**src/rtl/ls_region_router.sv**
```systemverilog
// Load-store region router: decodes each request against programmable address
// regions, forwards it to exactly one sub-unit, and returns load data to the
// writeback path in issue order using a small tag FIFO. Loads to unmapped
// addresses get an error response. Unmapped stores are dropped and flagged.
module ls_region_router #(
  parameter int NUM_REGIONS = 4,
  // Index 0 occupies the least significant bits of each packed vector.
  // Region 0 (scratch) and region 2 (bus window) overlap; region 0 wins.
  parameter logic [NUM_REGIONS*32-1:0] REGION_ADDR_L    = {32'h0, 32'h00020000, 32'h00030000, 32'h00020000},
  parameter logic [NUM_REGIONS*6-1:0]  REGION_BIT_CHECK = {6'd0, 6'd15, 6'd16, 6'd16},
  parameter int MAX_OUTSTANDING = 4
) (
  input  logic                                 clk,
  input  logic                                 rst,
  input  logic                                 req_valid,
  output logic                                 req_ready,
  input  logic [31:0]                          req_addr,
  input  logic                                 req_we,
  input  logic [31:0]                          req_wdata,
  input  logic [3:0]                           req_be,
  output logic [NUM_REGIONS-1:0]               sub_valid,
  input  logic [NUM_REGIONS-1:0]               sub_ready,
  output logic [31:0]                          sub_addr,
  output logic [31:0]                          sub_wdata,
  output logic [3:0]                           sub_be,
  output logic                                 sub_we,
  input  logic [NUM_REGIONS-1:0]               sub_rvalid,
  input  logic [NUM_REGIONS*32-1:0]            sub_rdata,
  output logic                                 rsp_valid,
  output logic [31:0]                          rsp_data,
  output logic                                 rsp_err,
  output logic                                 bad_store,
  output logic                                 proto_err,
  output logic [$clog2(MAX_OUTSTANDING):0]     outstanding,
  output logic                                 idle
);

  localparam int IDXW = (NUM_REGIONS > 1) ? $clog2(NUM_REGIONS) : 1;
  localparam int PTRW = $clog2(MAX_OUTSTANDING);
  localparam int CNTW = PTRW + 1;
  localparam int TAGW = IDXW + 1;

  // Mask selecting the upper 'bits' address bits of a region compare.
  function automatic logic [31:0] region_mask(input int bits);
    logic [31:0] m;
    if (bits <= 0) begin
      m = '0;
    end else if (bits >= 32) begin
      m = '1;
    end else begin
      m = ~((32'h1 << (32 - bits)) - 32'h1);
    end
    return m;
  endfunction

  // ---------------------------------------------------------------------
  // Address decode
  // ---------------------------------------------------------------------
  logic [NUM_REGIONS-1:0] hit;
  logic [NUM_REGIONS-1:0] win_onehot;
  logic [IDXW-1:0]        win_idx;
  logic                   mapped;
  logic                   win_ready;

  for (genvar gi = 0; gi < NUM_REGIONS; gi++) begin : g_decode
    localparam int          BITS = int'(REGION_BIT_CHECK[gi*6 +: 6]);
    localparam logic [31:0] MASK = region_mask(BITS);
    localparam logic [31:0] BASE = REGION_ADDR_L[gi*32 +: 32];
    if (BITS == 0) begin : g_off
      assign hit[gi] = 1'b0;
    end else begin : g_on
      assign hit[gi] = ((req_addr ^ BASE) & MASK) == 32'h0;
    end
  end

  assign mapped     = |hit;
  // Isolate the lowest set hit bit so the lowest-numbered region wins.
  assign win_onehot = hit & (~hit + NUM_REGIONS'(1));
  assign win_ready  = |(win_onehot & sub_ready);

  // Encode the winning region index (lowest index wins).
  always_comb begin
    win_idx = '0;
    for (int i = NUM_REGIONS - 1; i >= 0; i--) begin
      if (hit[i]) begin
        win_idx = IDXW'(i);
      end
    end
  end

  // ---------------------------------------------------------------------
  // Tag FIFO state
  // ---------------------------------------------------------------------
  logic [TAGW-1:0] fifo_mem_q [MAX_OUTSTANDING];
  logic [PTRW-1:0] wr_ptr_q, wr_ptr_d;
  logic [PTRW-1:0] rd_ptr_q, rd_ptr_d;
  logic [CNTW-1:0] count_q, count_d;
  logic            bad_store_q, bad_store_d;
  logic            proto_err_q, proto_err_d;

  logic            fifo_full;
  logic            fifo_empty;
  logic            accept;
  logic            push;
  logic            pop;

  assign fifo_full  = (count_q == CNTW'(MAX_OUTSTANDING));
  assign fifo_empty = (count_q == '0);

  // ---------------------------------------------------------------------
  // Request handshake and forwarding
  // ---------------------------------------------------------------------
  logic ready_raw;

  // Loads need a free tag slot; unmapped stores are always swallowed.
  always_comb begin
    ready_raw = 1'b0;
    if (mapped) begin
      ready_raw = req_we ? win_ready : (win_ready & ~fifo_full);
    end else begin
      ready_raw = req_we ? 1'b1 : ~fifo_full;
    end
  end

  // Nothing is accepted or forwarded while the tag state is held in reset.
  assign req_ready = ready_raw & ~rst;
  assign sub_valid = (req_valid & mapped & (req_we | ~fifo_full) & ~rst) ? win_onehot : '0;
  assign accept    = req_valid & req_ready;
  assign push      = accept & ~req_we;

  assign sub_addr  = req_addr;
  assign sub_wdata = req_wdata;
  assign sub_be    = req_be;
  assign sub_we    = req_we;

  // ---------------------------------------------------------------------
  // Response path from the FIFO head
  // ---------------------------------------------------------------------
  logic [TAGW-1:0]        head_tag;
  logic                   head_err;
  logic [IDXW-1:0]        head_region;
  logic                   head_rvalid;
  logic [31:0]            head_rdata;
  logic [NUM_REGIONS-1:0] head_onehot;
  logic [NUM_REGIONS-1:0] expect_mask;
  logic                   stray_rvalid;

  assign head_tag    = fifo_mem_q[rd_ptr_q];
  assign head_err    = head_tag[TAGW-1];
  assign head_region = head_tag[IDXW-1:0];

  // Select the return channel of the region that owns the head tag.
  always_comb begin
    head_rvalid = 1'b0;
    head_rdata  = '0;
    head_onehot = '0;
    for (int i = 0; i < NUM_REGIONS; i++) begin
      if (head_region == IDXW'(i)) begin
        head_rvalid    = sub_rvalid[i];
        head_rdata     = sub_rdata[i*32 +: 32];
        head_onehot[i] = 1'b1;
      end
    end
  end

  // Only the head region may return data; anything else is a protocol fault.
  assign expect_mask  = (fifo_empty | head_err) ? '0 : head_onehot;
  assign stray_rvalid = |(sub_rvalid & ~expect_mask);

  // Error tags retire immediately; data tags retire on the owner's rvalid.
  always_comb begin
    rsp_valid = 1'b0;
    rsp_err   = 1'b0;
    rsp_data  = '0;
    if (!fifo_empty && !rst) begin
      if (head_err) begin
        rsp_valid = 1'b1;
        rsp_err   = 1'b1;
      end else begin
        rsp_valid = head_rvalid;
        rsp_data  = head_rdata;
      end
    end
  end

  assign pop = rsp_valid;

  // ---------------------------------------------------------------------
  // Next-state logic
  // ---------------------------------------------------------------------
  // Pointers wrap naturally because the depth is a power of two.
  always_comb begin
    wr_ptr_d    = wr_ptr_q + PTRW'(push);
    rd_ptr_d    = rd_ptr_q + PTRW'(pop);
    count_d     = count_q + CNTW'(push) - CNTW'(pop);
    bad_store_d = accept & req_we & ~mapped;
    proto_err_d = proto_err_q | stray_rvalid;
  end

  // Control state registers with synchronous reset.
  always_ff @(posedge clk) begin
    if (rst) begin
      wr_ptr_q    <= '0;
      rd_ptr_q    <= '0;
      count_q     <= '0;
      bad_store_q <= 1'b0;
      proto_err_q <= 1'b0;
    end else begin
      wr_ptr_q    <= wr_ptr_d;
      rd_ptr_q    <= rd_ptr_d;
      count_q     <= count_d;
      bad_store_q <= bad_store_d;
      proto_err_q <= proto_err_d;
    end
  end

  // Tag storage; contents are only meaningful between the pointers.
  always_ff @(posedge clk) begin
    if (push) begin
      fifo_mem_q[wr_ptr_q] <= {~mapped, win_idx};
    end
  end

  assign outstanding = count_q;
  assign idle        = fifo_empty;
  assign bad_store   = bad_store_q;
  assign proto_err   = proto_err_q;

endmodule

```
**config.mk**
```make
export PLATFORM = sky130hd
export DESIGN_NAME = ls_region_router
export DESIGN_NICKNAME = d
export VERILOG_FILES = /design/src/rtl/ls_region_router.sv
export SDC_FILE = /design/constraint.sdc
export NUM_CORES = 1
export LEC_CHECK = 0
export BUFFER_PORTS_ARGS = -buffer_cell sky130_fd_sc_hd__buf_2
export CAP_MARGIN = 20
export CORE_AREA = 2 2 126 128
export CTS_CLUSTER_SIZE = 14
export DETAILED_ROUTE_END_ITERATION = 7
export DIE_AREA = 0 0 128 130
export PLACE_DENSITY_LB_ADDON = 0.3
export RECOVER_POWER = 50
export SLEW_MARGIN = 20
export SYNTH_ARGS = -nofsm -noshare
export SYNTH_HDL_FRONTEND = slang
export SYNTH_SLANG_ARGS = --single-unit
```
**constraint.sdc**
```tcl
create_clock -name clk -period 4.25 [get_ports clk]
set_input_delay 0.6375 -clock clk [delete_from_list [all_inputs] [get_ports clk]]
set_output_delay 0.6375 -clock clk [all_outputs]
set_load 0.1 [all_outputs]
```
# After elaboration in Yosys (flattened, before gate mapping)
# Memory sizes are Yosys's and may differ from the RTL's. A register that Yosys moved wholly into a read port is not among the register bits.
# Index checks and enable logic that the tools add are counted.
# W data, S select, Z words.
# word_totals
n_memories,1
register_bits,9
output_inout_bits,114
word_cells,78
inputBits,208
ram_bits,12
# memory_table
memory,words,width,rd,rd_ports_with_merged_regs,wr,line_no,source
fifo_mem_q,4,3,1,1,1,94,logic [TAGW-1:0] fifo_mem_q [MAX_OUTSTANDING];
# op_classes
bitwise,23
n_mux,29
add_sub_neg,5
n_eq_ne,4
n_reduce_logical,11
# op_table
cell,n
$mux W32,6
$logic_not A32 Y1,3
$mux W1,17
$and A1 B1 Y1,9
$and A4 B4 Y4,2
$mux W2,4
$mux W4,2
$reduce_or A4 Y1,2
$not A1 Y1,5
$add A2 B1 Y2,2
$add A4 B1 Y4 const B,1
$and A3 B4 Y4,1
$eq A2 B2 Y1 const B,2
$not A3 Y4,1
$not A4 Y4,1
$add A3 B1 Y3,1
$eq A3 B3 Y1 const B,1
$logic_not A3 Y1,1
$or A1 B1 Y1,3
$reduce_or A3 Y1,1
$sub A3 B1 Y3,1
$eq A2 B1 Y1 const B,1
$logic_not A1 Y1,2
$logic_not A2 Y1,1
other kinds (2),2

# Logic depth before layout (Yosys ltp)
# logic_depth
ltp_word,15
ltp_mapped,12
ltp_nobuf,11

# Worst setup path after synthesis
# OpenSTA, ideal clock, no wires.
# synth_timing
path_type,flip-flop to flip-flop
start,register count_q[1] (netlist: outstanding[1])
end,register count_q[2] (netlist: outstanding[2])
t_required_ps,4122
path_buffers,0
slack_ps,-2395
arrival_time_ps,6517
stages_incl_launch_ff,10
path_cell_list,dfxtp_1 nor3_1 nor4_1 ha_1 inv_1 ha_1 fa_1 xnor2_1 xnor2_1 nor2_1
# synth_via
word_cells_on_any_way,15
# synth_rtl
element,line_no,source
"start, declared",97,"logic [CNTW-1:0] count_q, count_d;"
"start signal, assigned",211,count_q <= count_d;
$logic_not A3 Y1,108,assign fifo_empty = (count_q == '0);
net idle,35,output logic idle
$logic_not A1 Y1,175,if (!fifo_empty && !rst) begin
$logic_and A1 B1 Y1,175,
$mux W1,175,
net rsp_valid,29,"output logic rsp_valid,"
$sub A3 B1 Y3,195,count_d = count_q + CNTW'(push) - CNTW'(pop);
# The timed path passes the listed nets, and every way through them passes these cells.
# A chain may end at the register's enable or synchronous reset.

==> summary.txt <==
Routing
  – Via count: 2,317
  – Via density per instance: 4.09
  – Residual DRC: 0
  – Initial DRC Count: 35
  – Per-cell routed wire length: 15.6 um
  – Drt pass-1 iters: 4
  – Antenna-violating nets left: 0
  – Total Wirelength: 8820 um

Setup path
  – FF-to-FF setup slack: 1.11 ns
  – FF-to-FF path depth: 12
  – Critical Path End: rsp_data[1]
  – Worst setup EP type: output port
  – Crit Path Class: reg -> out
  – Crit path arrival time: 2.82 ns
  – Critical path peak fanout: 27
  – WP data required: 3.61 ns
  – Startpoint types: flip-flop
  – R2r startpoint: rd_ptr_q[0]
  – Critical path launch point: rd_ptr_q[0]
  – R2R Path End: outstanding[2]

Clock network
  – Root Driver: clkbuf_16
  – Hold Buf Count CTS: 0
  – CTS tree: yes
  – Postcts setup bufs: 0
  – Worst skew pair latency: 0.25 ns
  – PostCTS Resize Cnt: 0
  – Number of H-tree levels: 1
  – Clock buffer depth: 2
  – Clock-pin transition on the worst setup and hold timing paths: 0.06 ns
  – CTS Sinks: 21
  – CTS buffer count: 3

Global route
  – Largest net degree at the start of global routing: 33
  – Vias in the first global route: 2,304
  – Global-route wire length before repair: 12,400 um
  – Grt ovf: 0
  – Initial antenna violation count: 0
  – Tot GR Track Use: 9.67%

Power
  – VDD IR max: 519 uV
  – PwrDens: 472 nW/um^2
  – Leakage power figure: 0.00160 uW
  – Total Power: 1610 uW

Yosys
  – Distinct cells, synth: 34
  – Dominant synthesized flop cell: edfxtp_1
  – Top-area cell type share of the netlist area: 22.4%
  – Post-Syn Area: 2610 sq um
  – Most common cell in the netlist: buf_4
  – Top cells by area, synth: mux4_2 22%, buf_4 21%, edfxtp_1 14%
  – YS warnings: 0
  – Post-synth ARST share: 0%
  – Top post-synthesis cells by count: 72 x buf_4, 38 x nor2b_1, 26 x mux4_2
  – Yosys reg bits: 21
  – EDFF count, synth: 12
  – Area leader, netlist: mux4_2
  – Mapped Cells: 233
  – Part of the Yosys area used for sequential elements: 20.7%
  – Avg Cell Area, Syn: 11.2 sq um

Cells and area
  – Share of layout cells above drive strength 1: 65.6%
  – Diode count: 0
  – Area grow syn2layout: 30.8%
  – Nets: 589
  – FF+latch area: 548 sq um
  – Multi-input logic area: 1450 sq um
  – Post-route cell area: 3420 sq um
  – Fill cells: 1,706

STA
  – Final min period: 3.46 ns
  – RSZ-0062 raised after global routing: no
  – Peak Freq: 289 MHz
  – Clock Skew: 0.00378 ns
  – Fin crit share: 81.4%
  – Setup violators final: 0
  – Hold Vio Cnt, Final: 0
  – Slew headroom: 22.5%
  – Slew @ Worst Pin: 1.17 ns
  – Fin. max-slew vios: 0
  – Hold WS: 0.579 ns

Placed design
  – DP Area: 3350 sq um
  – PortBufs: 213
  – Hpwl dp: 7720 um
  – GPL Wtd Cong: 0.762

Floorplanning
  – Die area: 16,600 sq um
  – Die W: 128 um
  – Initial core utilization: 16.9%
  – I/O Pins: 322
  – Rows: 46
  – DIE HEIGHT: 130 um
  – Placeable core area: 15,400 sq um

Flow run
  – Max cap viols: 0

Outcome
  – Run status: completed

Min path
  – Hold Crit Class: reg -> reg
## sequential cells by signal, indices dropped and copies added (netlist names)
signal       count
rd_ptr_q         2
outstanding      3
fifo_mem_q      12
wr_ptr_q         2
bad_store        1
proto_err        1
## worst min-delay path by stage
stage | from | end | cells after the start
after global routing | wr_ptr_q[1] | wr_ptr_q[1] | 2
after global placement | outstanding[1] | outstanding[2] | 2
after CTS | wr_ptr_q[1] | wr_ptr_q[1] | 2
after floorplan | wr_ptr_q[1] | wr_ptr_q[1] | 2
after detailed placement | outstanding[1] | outstanding[2] | 2
final | wr_ptr_q[1] | wr_ptr_q[1] | 2
## report_power, final
group	internal (uW)	leakage, uW	switching (uW)
logic	393	0.00137	752
registers	240	0.000187	28.9
clock network	128	0.0000382	70.1
## metrics by stage
stage | cells | TNS (ns) | worst slack [ns] | util [%]
final | 567 | 0 | 0.791 | 22.2
after global routing | 567 | 0 | 0.606 | 22.2
after CTS | 567 | 0 | 0.647 | 22.2
after detailed placement | 563 | 0 | 0.922 | 21.7
after global placement | 563 | 0 | 0.996 | 21.7
after floorplan | 238 | -6.94 | -1.57 | -
## cell usage in the layout, fill, tap and decap left out, drive strengths merged
master     n
a2111o     1
a2111oi    1
a21oi      1
a31o       1
a32o       1
and2       1
and3       1
and4       1
buf      207
clkbuf    13
conb       6
dfxtp      9
edfxtp    12
fa         1
ha         4
inv        7
mux2       1
mux2i      2
mux4      35
nand4b     2
nor2       9
nor2b     38
nor3       5
nor3b      4
nor4       4
nor4b      1
or2        1
or3        1
or4b       1
xnor2      4
## cell type report
| type | count | area share, % |
|---|---|---|
| well taps | 192 | 7.03 |
| inverters | 7 | 0.768 |
| flip-flops and latches | 21 | 16.0 |
| multi-input cells | 127 | 42.4 |
| clock buffers | 4 | 2.31 |
| repair buffers | 216 | 31.5 |
## per-layer routing
metal,share of wire (%),GRT usage (%)
met1,38,10.5
met2,51,18.1
met3,10,3.24
met4,1.3,2.39
met5,0,0
## worst max-delay path: stages, from the launching register on
cell,delay (ns)
dfxtp_4,0.36
mux4_2,0.53
buf_4,0.48
mux4_1,0.66
nor2b_1,0.17
buf_2,0.32
## cell families after synthesis
| kind of cell | Yosys count | synth area share, % |
|---|---|---|
| adder cells (fa/ha/maj) | 5 | 2.68 |
| buffers and inverters | 90 | 24.7 |
| AND/OR/NAND/NOR | 69 | 16.1 |
| multiplexers | 38 | 32.6 |
| flip-flops | 21 | 20.7 |
| XOR/XNOR | 4 | 1.34 |
| other | 1 | 0.143 |
| AO/OA/AOI/OAI | 5 | 1.68 |
No activity file was read; power rests on OpenSTA's default activity.
